--- src/rtl/uart_tx_fifo.sv ---
// Circular transmit FIFO between the bus write strobe and the UART transmitter.
// Head word falls through to o_data; o_ready offers it only while the transmitter requests.
module uart_tx_fifo #(
  parameter int DATA  = 8,
  parameter int DEPTH = 16
) (
  input  logic                          i_divided_clk,
  input  logic                          i_rst,
  input  logic                          i_en,
  input  logic                          i_wr_en,
  input  logic [DATA-1:0]               i_wr_data,
  input  logic                          i_next,
  input  logic                          i_clr_ovf,
  output logic [DATA-1:0]               o_data,
  output logic                          o_ready,
  output logic                          o_full,
  output logic                          o_empty,
  output logic [$clog2(DEPTH):0]        o_count,
  output logic                          o_overflow
);

  localparam int ADDR_BITS  = $clog2(DEPTH);
  localparam int COUNT_BITS = ADDR_BITS + 1;
  localparam logic [ADDR_BITS-1:0]  PTR_ONE   = ADDR_BITS'(1);
  localparam logic [COUNT_BITS-1:0] CNT_ONE   = COUNT_BITS'(1);
  localparam logic [COUNT_BITS-1:0] CNT_ZERO  = COUNT_BITS'(0);
  localparam logic [COUNT_BITS-1:0] CNT_DEPTH = COUNT_BITS'(DEPTH);

  logic [DATA-1:0]       mem_r [DEPTH];
  logic [ADDR_BITS-1:0]  wr_ptr_r;
  logic [ADDR_BITS-1:0]  rd_ptr_r;
  logic [COUNT_BITS-1:0] count_r;
  logic [COUNT_BITS-1:0] count_next_s;
  logic                  full_r;
  logic                  empty_r;
  logic                  overflow_r;
  logic                  push_s;
  logic                  pop_s;
  logic                  drop_s;

  // Full is judged before the edge, so a same-edge pop never rescues a write into a full FIFO.
  assign push_s = i_wr_en & ~full_r;
  assign drop_s = i_wr_en & full_r;
  assign pop_s  = i_en & i_next & ~empty_r;

  // Occupancy after this edge
  always_comb begin
    count_next_s = count_r;
    case ({push_s, pop_s})
      2'b10:   count_next_s = count_r + CNT_ONE;
      2'b01:   count_next_s = count_r - CNT_ONE;
      default: count_next_s = count_r;
    endcase
  end

  // Pointers, occupancy, status flags and the sticky overflow
  always_ff @(posedge i_divided_clk or posedge i_rst) begin
    if (i_rst) begin
      wr_ptr_r   <= {ADDR_BITS{1'b0}};
      rd_ptr_r   <= {ADDR_BITS{1'b0}};
      count_r    <= CNT_ZERO;
      full_r     <= 1'b0;
      empty_r    <= 1'b1;
      overflow_r <= 1'b0;
    end else begin
      if (push_s) begin
        wr_ptr_r <= wr_ptr_r + PTR_ONE;
      end else begin
        wr_ptr_r <= wr_ptr_r;
      end
      if (pop_s) begin
        rd_ptr_r <= rd_ptr_r + PTR_ONE;
      end else begin
        rd_ptr_r <= rd_ptr_r;
      end
      count_r <= count_next_s;
      full_r  <= (count_next_s == CNT_DEPTH);
      empty_r <= (count_next_s == CNT_ZERO);
      if (drop_s) begin
        overflow_r <= 1'b1;
      end else if (i_clr_ovf) begin
        overflow_r <= 1'b0;
      end else begin
        overflow_r <= overflow_r;
      end
    end
  end

  // Storage is deliberately not reset; stale contents are masked by the empty flag.
  always_ff @(posedge i_divided_clk) begin
    if (push_s) begin
      mem_r[wr_ptr_r] <= i_wr_data;
    end
  end

  assign o_data     = empty_r ? {DATA{1'b0}} : mem_r[rd_ptr_r];
  assign o_ready    = i_next & ~empty_r;
  assign o_full     = full_r;
  assign o_empty    = empty_r;
  assign o_count    = count_r;
  assign o_overflow = overflow_r;

endmodule

--- config.mk ---
export PLATFORM = sky130hd
export DESIGN_NAME = uart_tx_fifo
export DESIGN_NICKNAME = d
export VERILOG_FILES = /design/src/rtl/uart_tx_fifo.sv
export SDC_FILE = /design/constraint.sdc
export NUM_CORES = 1
export LEC_CHECK = 0
export ABC_AREA = 0
export CORE_ASPECT_RATIO = 0.7
export CORE_MARGIN = 2
export CORE_UTILIZATION = 62
export CTS_BUF_LIST = sky130_fd_sc_hd__clkbuf_8
export DETAILED_ROUTE_END_ITERATION = 7
export PLACE_DENSITY = 0.79
export SLEW_MARGIN = 40
export SYNTH_ARGS = -nofsm -noshare
export SYNTH_HDL_FRONTEND = slang
export SYNTH_SLANG_ARGS = --single-unit
--- constraint.sdc ---
create_clock -name i_divided_clk -period 3.68 [get_ports i_divided_clk]
set_clock_uncertainty 0.05 [all_clocks]
set_input_delay 1.104 -clock i_divided_clk [delete_from_list [all_inputs] [get_ports i_divided_clk]]
set_output_delay 1.104 -clock i_divided_clk [all_outputs]
set_load 0.1 [all_outputs]
* Yosys cells after proc, flatten, opt, wreduce, memory -nomap -nowiden
Memory sizes are Yosys's and may differ from the RTL's.
Index checks and enable logic that the tools add are counted.
** Storage, ports and cells
- Register bits after elaboration :: 16
- Latch bits :: 0
- Bits in writable memories :: 128
- ROM bits :: 0
- Input port bits :: 14
- Output and inout port bits :: 17
- Word-level logic and storage cells :: 29
- Memories :: 1
** Memory list
- mem_r :: words 16, bits a word 8, read ports 1, clocked after Yosys merged registers in 0, wr ports 1, RTL line 29 : logic [DATA-1:0] mem_r [DEPTH];
** Cells by class
- $add $sub $neg :: 4
- Multipliers :: 0
- Div/mod/pow operators :: 0
- Magnitude comparators :: 0
- Eq/ne operators :: 3
- Shift-type cells :: 0
- Multiplexer cells :: 6
- Bitwise logic cells :: 7
- Reductions and logical operators :: 2
** Operators with widths (number)
- $pmux 5 s2 :: 1
- $add 4x1->4 const B :: 2
- $mux 8 :: 1
- $add 5x1->5 const B :: 1
- $and 1x1->1 :: 5
- $eq 5x5->1 const B :: 1
- $logic_not 5->1 :: 1
- $sub 5x1->5 const B :: 1
- $mux 1 :: 4
- $eq 2x1->1 const B :: 1
- $eq 2x2->1 const B :: 1
- $not 1->1 :: 2
- $reduce_bool 2->1 :: 1

* Depth between registers and ports, before layout
Gate-level depths: netlist (run 1).
- Depth after elaboration :: 5
- Gate-level depth with buffers :: 10
- Mapped depth without buffers :: 10

* Worst setup path after synthesis (run 1)
No wires, ideal clock.
- Kind :: reg-to-output
- Start point :: reg rd_ptr_r[2]
- End point :: out o_data[0]
- Arrival :: 2701 ps
- Data required time :: 2526 ps
- Path slack :: -175 ps
- Cell stages (with the launch flop) :: 6
- Buffers on the path :: 2
- Cell sequence :: dfrtp_1 clkbuf_1 clkbuf_1 mux4_2 mux4_2 nor2b_1
** Between the ends
- Longest elaborated chain between the ends :: 2
** Ends and longest elaborated chain
- start: declaration :: RTL line 31 : logic [ADDR_BITS-1:0] rd_ptr_r;
- start signal: assignment :: RTL line 60 : rd_ptr_r <= {ADDR_BITS{1'b0}};
- start signal: assignment :: RTL line 72 : rd_ptr_r <= rd_ptr_r + PTR_ONE;
- start signal: assignment :: RTL line 74 : rd_ptr_r <= rd_ptr_r;
- $mem_v2 16x8
- $mux 8 :: RTL line 96 : assign o_data = empty_r ? {DATA{1'b0}} : mem_r[rd_ptr_r];
- end: declaration :: RTL line 14 : output logic [DATA-1:0] o_data,
No other way between the ends.

* Worst setup path after layout (run 1)
- Start point :: reg rd_ptr_r[0]
- End point :: out o_data[0]
The elaborated chain is that of the path after synthesis.

==> flow_summary.ini, run 1 <==
[timing]
maxSlewHeadroom = 0.5478
hold_viol = 0
timing.fmax_mhz = 273.5
setup_viol = 0
finalCriticalPeriod_ps = 3656
tightestPinTransition_ps = 677.6
fin_hold_ws_ps = 468.4
timing.final.max_slew_violations = 0
timing.final.crit_share = 0.9934
rsz_0062_raised_after_global_routing = yes

[critical_path]
cp_slowest_stage_delay_ps = 550
start_kind = flip-flop
cp_max_fo = 7
timing.setup.critical_path_class = reg -> out
data_arrival_time_of_the_critical_path_ps = 2500
worst_path_slowest_cell = sky130_fd_sc_hd__mux4_2
worst_ep_required_time_ps = 2530
cp-end-kind = output port
critical_path.cell_chain = buf_12 > clkbuf_16 > mux4_2 > mux4_2 > nor2b_4 > buf_12

[placed_design]
buffer_ports.inserted = 30
globalplace.congestion = 0.8360
hpwl_um = 7290
dp_cells = 438

[synthesis]
postSynthCellCount = 290
ys_ff_latch = 144
synth_seq_area_share = 0.7245
synthFlopType = sky130_fd_sc_hd__edfxtp_1
syn_area_um2 = 5859
ys.warnings.count = 0
yosysUniqueCellTypes = 33
syn-num-nets = 311
synth_async_sr_flop_share = 0.1111
synth_enable_flop_cells = 128
syn_avg_cell_area_um2 = 20.20

[layout]
num-fill-cells = 511
share_of_post_route_cells_with_drive_strength_above_1 = 0.3162
num_antenna_cells = 0
multiInputGateArea_um2 = 1549
final-instance-count-excl-fill = 475
final_net_count = 359
ff_latch_area_um2 = 4247
area_growth_from_synthesis_to_final_layout_pct = 18.21

[min_path]
min_path_type = reg -> reg

[die]
core_area_um2 = 9107
top_level_ports = 31
floorplan.initialDensity = 0.6434
placementRows = 29
die_width_um = 120.2
die-area_um2 = 10260
die_y_um = 85.34

[clock_tree]
tritoncts = yes
cts.htree.levels = 4
clock_tree.buffer_depth = 2
cts.hold.buffers_added = 0
cts_root_buf = sky130_fd_sc_hd__clkbuf_8
cts_buffers = 17
clock_insertion_delay_worst_skew_ps = 430
clock_sink_count = 144
clkSlewWorstSetupHoldPaths_ps = 80

[job]
cap_viol_max_count = 0

[drt]
drt_drc_violations_left = 0
firstDrtPassIters = 5
final_antenna_net_count = 0
routed_via_density = 6.112
initialDrtViolationCount = 283
routed_wl_um = 11210
via_count = 2903
routedWlPerCell_um = 23.60

[grt]
grt_pass1_wl_um = 17350
first_global_vias = 2956
overflow = 0
gr-usage-all-layers = 0.2444
antenna_found_initial = 1
grt_max_degree = 35

[outcome]
status = finished, final reports clean
==> routing by layer <==
layer,vias to the layer above,part of all wire,track usage
met5,-,0,0
met4,0,0.0087,0.08449
met3,11,0.093,0.07056
met2,141,0.46,0.3502
met1,1494,0.44,0.3692
li1,1257,-,-
==> cells by family after synthesis <==
| kind of cell | after synthesis | synth area share |
|---|---|---|
| mux | 41 | 0.1557 |
| buf+inv | 21 | 0.01794 |
| simple gates | 53 | 0.05253 |
| xor+xnor | 13 | 0.02178 |
| compound gates | 11 | 0.01260 |
| fa+ha+maj | 7 | 0.01495 |
| flops | 144 | 0.7245 |
==> cell usage after synthesis, types with 2 or more instances <==
cell,instances,area (um2)
sky130_fd_sc_hd__nand2_1,10,37.54
sky130_fd_sc_hd__inv_1,8,30.03
sky130_fd_sc_hd__xnor2_1,11,96.34
sky130_fd_sc_hd__a21oi_1,3,15.01
sky130_fd_sc_hd__o22ai_1,2,12.51
sky130_fd_sc_hd__buf_6,3,33.78
sky130_fd_sc_hd__ha_1,7,87.58
sky130_fd_sc_hd__edfxtp_1,128,3844
sky130_fd_sc_hd__mux4_2,40,900.9
sky130_fd_sc_hd__nor2_1,6,22.52
sky130_fd_sc_hd__and2_1,16,100.1
sky130_fd_sc_hd__nand4_1,2,12.51
sky130_fd_sc_hd__o21ai_0,2,10.01
sky130_fd_sc_hd__nor2b_1,10,62.56
sky130_fd_sc_hd__nor3_1,3,15.01
sky130_fd_sc_hd__buf_1,3,11.26
sky130_fd_sc_hd__dfrtp_1,15,375.4
sky130_fd_sc_hd__nor3b_1,2,15.01
sky130_fd_sc_hd__clkbuf_1,5,18.77
==> area by class of cell <==
class | count | area share
Sequential cell | 144 | 0.6131
Timing Repair Buffer | 41 | 0.07731
Clock buffer | 19 | 0.03775
Tap cell | 124 | 0.02240
Inverter | 9 | 0.004877
Multi-Input combinational cell | 125 | 0.2236
Clock inverter | 13 | 0.02095
==> cell usage in the layout (no fill, tap or decap), drive strengths merged <==
cell,netlist,final
clkdlybuf4s50,0,13
xnor2,11,11
bufinv,0,3
and2,16,16
nand3b,1,1
xnor3,1,1
nor3b,2,2
nand4,2,2
o21ai,2,2
o311ai,1,1
nand2b,1,1
o22ai,2,2
dfrtp,15,15
a32o,1,1
xor2,1,1
clkbuf,5,20
mux4,40,40
clkinvlp,0,3
clkinv,0,6
a32oi,1,1
dfstp,1,1
or4b,1,1
nand2,10,10
mux2,1,1
edfxtp,128,128
nor2b,10,10
buf,7,27
ha,7,7
o41ai,1,1
nor3,3,3
inv,9,10
nor2,6,6
a21oi,3,3
and3,1,1
==> repair_timing <==
| action | 4_1_cts | 5_1_grt |
|---|---|---|
| cloned | 1 | 1 |
| gates resized for setup | 4 | 3 |
| hold endpoints to repair | 0 | 0 |
| setup endpoints to repair | 8 | 8 |
| buffers inserted | 3 | 0 |
==> flip-flops by register name, indices dropped and copies added (netlist names) <==
signal and count:
mem_r 128, o_overflow 1, o_full 1, o_empty 1, rd_ptr_r 4, o_count 5
wr_ptr_r 4
==> critical path: cells and delay by family, from the launching register on <==
kind | cells | cell delay [ps]
mux | 2 | 1040
buf+inv | 3 | 490
simple gates | 1 | 150
flops | 1 | 380
==> worst paths after layout <==
path	startpoint	to	slack [ps]	cells after the start
hold / removal	o_count[4]	o_count[4]	470	1
setup / recovery	rd_ptr_r[0]	o_data[0]	20	6
min in group asynchronous	i_rst	rd_ptr_r[1]	1020	2
max in group asynchronous	i_rst	rd_ptr_r[0]	2090	2
setup reg to reg	o_empty	o_full	750	10
hold reg to reg	o_count[4]	o_count[4]	470	1
==> stage by stage <==
step,utilization,cell area [um2],TNS [ps],worst slack (ps)
after global placement,0.7033,6405,0,157.8
final,0.7605,6927,0,24.33
after detailed placement,0.7033,6405,-56.73,-56.73
after global routing,0.7605,6927,-239.1,-42.48
after floorplan,-,5879,0,87.88
after CTS,0.7563,6888,-41.24,-15.50
Power of run 1 is not shown: default switching activity piles up to over one toggle a cycle in this logic, so the estimate is an artifact.
==> inputs of run 2 (changes only) <==
--- a/config.mk
+++ b/config.mk
@@ -8,10 +8,10 @@
 export ABC_AREA = 0
 export CORE_ASPECT_RATIO = 0.7
 export CORE_MARGIN = 2
-export CORE_UTILIZATION = 62
+export CORE_UTILIZATION = 35
 export CTS_BUF_LIST = sky130_fd_sc_hd__clkbuf_8
 export DETAILED_ROUTE_END_ITERATION = 7
-export PLACE_DENSITY = 0.79
+export PLACE_DENSITY = 0.48
 export SLEW_MARGIN = 40
 export SYNTH_ARGS = -nofsm -noshare
 export SYNTH_HDL_FRONTEND = slang
==> flow_summary.ini, run 2 (synthesis gave the netlist of run 1 again) <==
[timing]
timing.final.max_slew_violations = 0
timing.fmax_mhz = 272.6
timing.final.crit_share = 0.9967
maxSlewHeadroom = 0.5650
setup_viol = 0
final_sum_of_negative_setup_slack_ps = 0
rsz_0062_raised_after_global_routing = yes
hold_viol = 0
finalCriticalPeriod_ps = 3668
tightestPinTransition_ps = 652.6

[die]
core_area_um2 = 16350
top_level_ports = 31
placementRows = 39
die_width_um = 158.6
die-area_um2 = 17810
floorplan.initialDensity = 0.3584
die_y_um = 112.3

[clock_tree]
cts.hold.buffers_added = 0
cts_root_buf = sky130_fd_sc_hd__clkbuf_8
tritoncts = yes
cts.htree.levels = 4
clock_sink_count = 144
clkSlewWorstSetupHoldPaths_ps = 90
cts_buffers = 17
clock_insertion_delay_worst_skew_ps = 430
clock_tree.buffer_depth = 2

[grt]
antenna_found_initial = 0
first_global_vias = 2926
grt_max_degree = 35
overflow = 0
grt_pass1_wl_um = 19440
gr-usage-all-layers = 0.1585

[pwr]
power.leakage_nw = 2.453
max-vdd-ir-drop_uv = 482.9
p_per_area_nw_per_um2 = 945.6
post-layout-total-power_mw = 6.782

[drt]
routedWlPerCell_um = 22.37
initialDrtViolationCount = 266
routed_wl_um = 13130
firstDrtPassIters = 4
drt_drc_violations_left = 0
final_antenna_net_count = 0
routed_via_density = 4.899
via_count = 2876

[layout]
share_of_post_route_cells_with_drive_strength_above_1 = 0.3398
max_flop_register = mem_r
area_growth_from_synthesis_to_final_layout_pct = 22.40
num_antenna_cells = 0
largest_register_ff_count = 128
final_net_count = 370
layout.cells.most_common = sky130_fd_sc_hd__edfxtp_1
top_library_cells_by_usage_in_the_layout_fill_and_taps_aside = sky130_fd_sc_hd__edfxtp_1, sky130_fd_sc_hd__mux4_2, sky130_fd_sc_hd__buf_4, sky130_fd_sc_hd__clkbuf_8, sky130_fd_sc_hd__and2_1
utilization = 0.4387

[min_path]
min_path_type = reg -> reg

[placed_design]
hpwl_um = 8170
buffer_ports.inserted = 30
globalplace.congestion = 0.8144

[critical_path]
worst_ep_required_time_ps = 2530
cp-end-kind = output port
worst_path_slowest_cell = sky130_fd_sc_hd__mux4_2
start_kind = flip-flop
timing.setup.critical_path_class = reg -> out
data_arrival_time_of_the_critical_path_ps = 2510
cp_slowest_stage_delay_ps = 520
cp_max_fo = 6
critical_path.cell_chain = buf_12 > buf_16 > mux4_2 > mux4_2 > nor2b_4 > buf_12

[job]
cap_viol_max_count = 0

[outcome]
status = finished, final reports clean
==> run 2: cell count changes in the layout (fill, tap and decap cells not counted) <==
cell                         delta
sky130_fd_sc_hd__buf_4         +12
sky130_fd_sc_hd__clkinv_2       -5
sky130_fd_sc_hd__nor2b_2        -4
sky130_fd_sc_hd__nor2b_4        +4
sky130_fd_sc_hd__inv_6          +3
sky130_fd_sc_hd__buf_6          -2
sky130_fd_sc_hd__clkbuf_8       -2
sky130_fd_sc_hd__clkinv_4       +2
sky130_fd_sc_hd__clkinvlp_4     +2
sky130_fd_sc_hd__buf_16         +1
sky130_fd_sc_hd__buf_8          +1
sky130_fd_sc_hd__clkbuf_16      -1
sky130_fd_sc_hd__clkinv_1       -1
sky130_fd_sc_hd__inv_8          +1
==> run 2: area by class of cell <==
class	count	area [um2]
fill	1433	9175
sequential	144	4247
multi-input combinational	125	1569
timing repair buffer	52	620.6
tap	225	281.5
clock buffer	17	234.0
clock inverter	15	186.4
inverter	9	33.78
==> run 2: timing repair <==
action                                  in CTS  in global routing
resized for setup                            8                  4
buffers inserted                             1                  0
hold endpoints to repair                     0                  0
cloned                                       2                  0
endpoints found under the setup margin       8                  8
==> run 2: final timing paths <==
path,startpoint,endpoint,slack [ps],cells past startpoint
hold / removal,o_count[4],o_count[4],460,1
hold reg to reg,o_count[4],o_count[4],460,1
setup reg to reg,o_empty,o_full,820,10
setup / recovery,rd_ptr_r[0],o_data[2],10,6
max in group asynchronous,i_rst,rd_ptr_r[0],2140,2
min in group asynchronous,i_rst,rd_ptr_r[3],1000,2
==> run 2: through the flow <==
stage               instances  setup WS (ps)  instance area, um2  hold WS [ps]
finish                    587          12.05                7172         458.5
global route              587         -73.40                7172         479.5
CTS                       587         -23.49                7153         457.7
detailed placement        552          113.6                6629         447.6
global placement          552          159.3                6629         448.3
floorplan                 290          87.88                5879         443.1
==> run 2: per-layer routing <==
| layer | share of wire | global-route usage | wire length (um) | vias to the layer above |
|---|---|---|---|---|
| met5 | 0 | 0 | 0 | - |
| met4 | 0.0028 | 0.03784 | 37 | 0 |
| met2 | 0.42 | 0.2069 | 5484 | 86 |
| li1 | - | - | - | 1279 |
| met3 | 0.073 | 0.04286 | 961 | 2 |
| met1 | 0.51 | 0.2598 | 6645 | 1509 |
==> run 2: critical path, delay by kind of cell, from the launching register on <==
family / cells / cell delay, ps
buf+inv: 3 / 450
flops: 1 / 450
mux: 2 / 1010
simple gates: 1 / 150
==> run 2: power breakdown <==
part	total [mW]	internal (mW)	switching, mW
Sequential	2.20	2.01	0.193
Combinational	3.26	1.38	1.88
Clock	1.32	0.680	0.641
Total	6.78	4.07	2.71
Note: power is estimated with default switching activity, not from simulation.
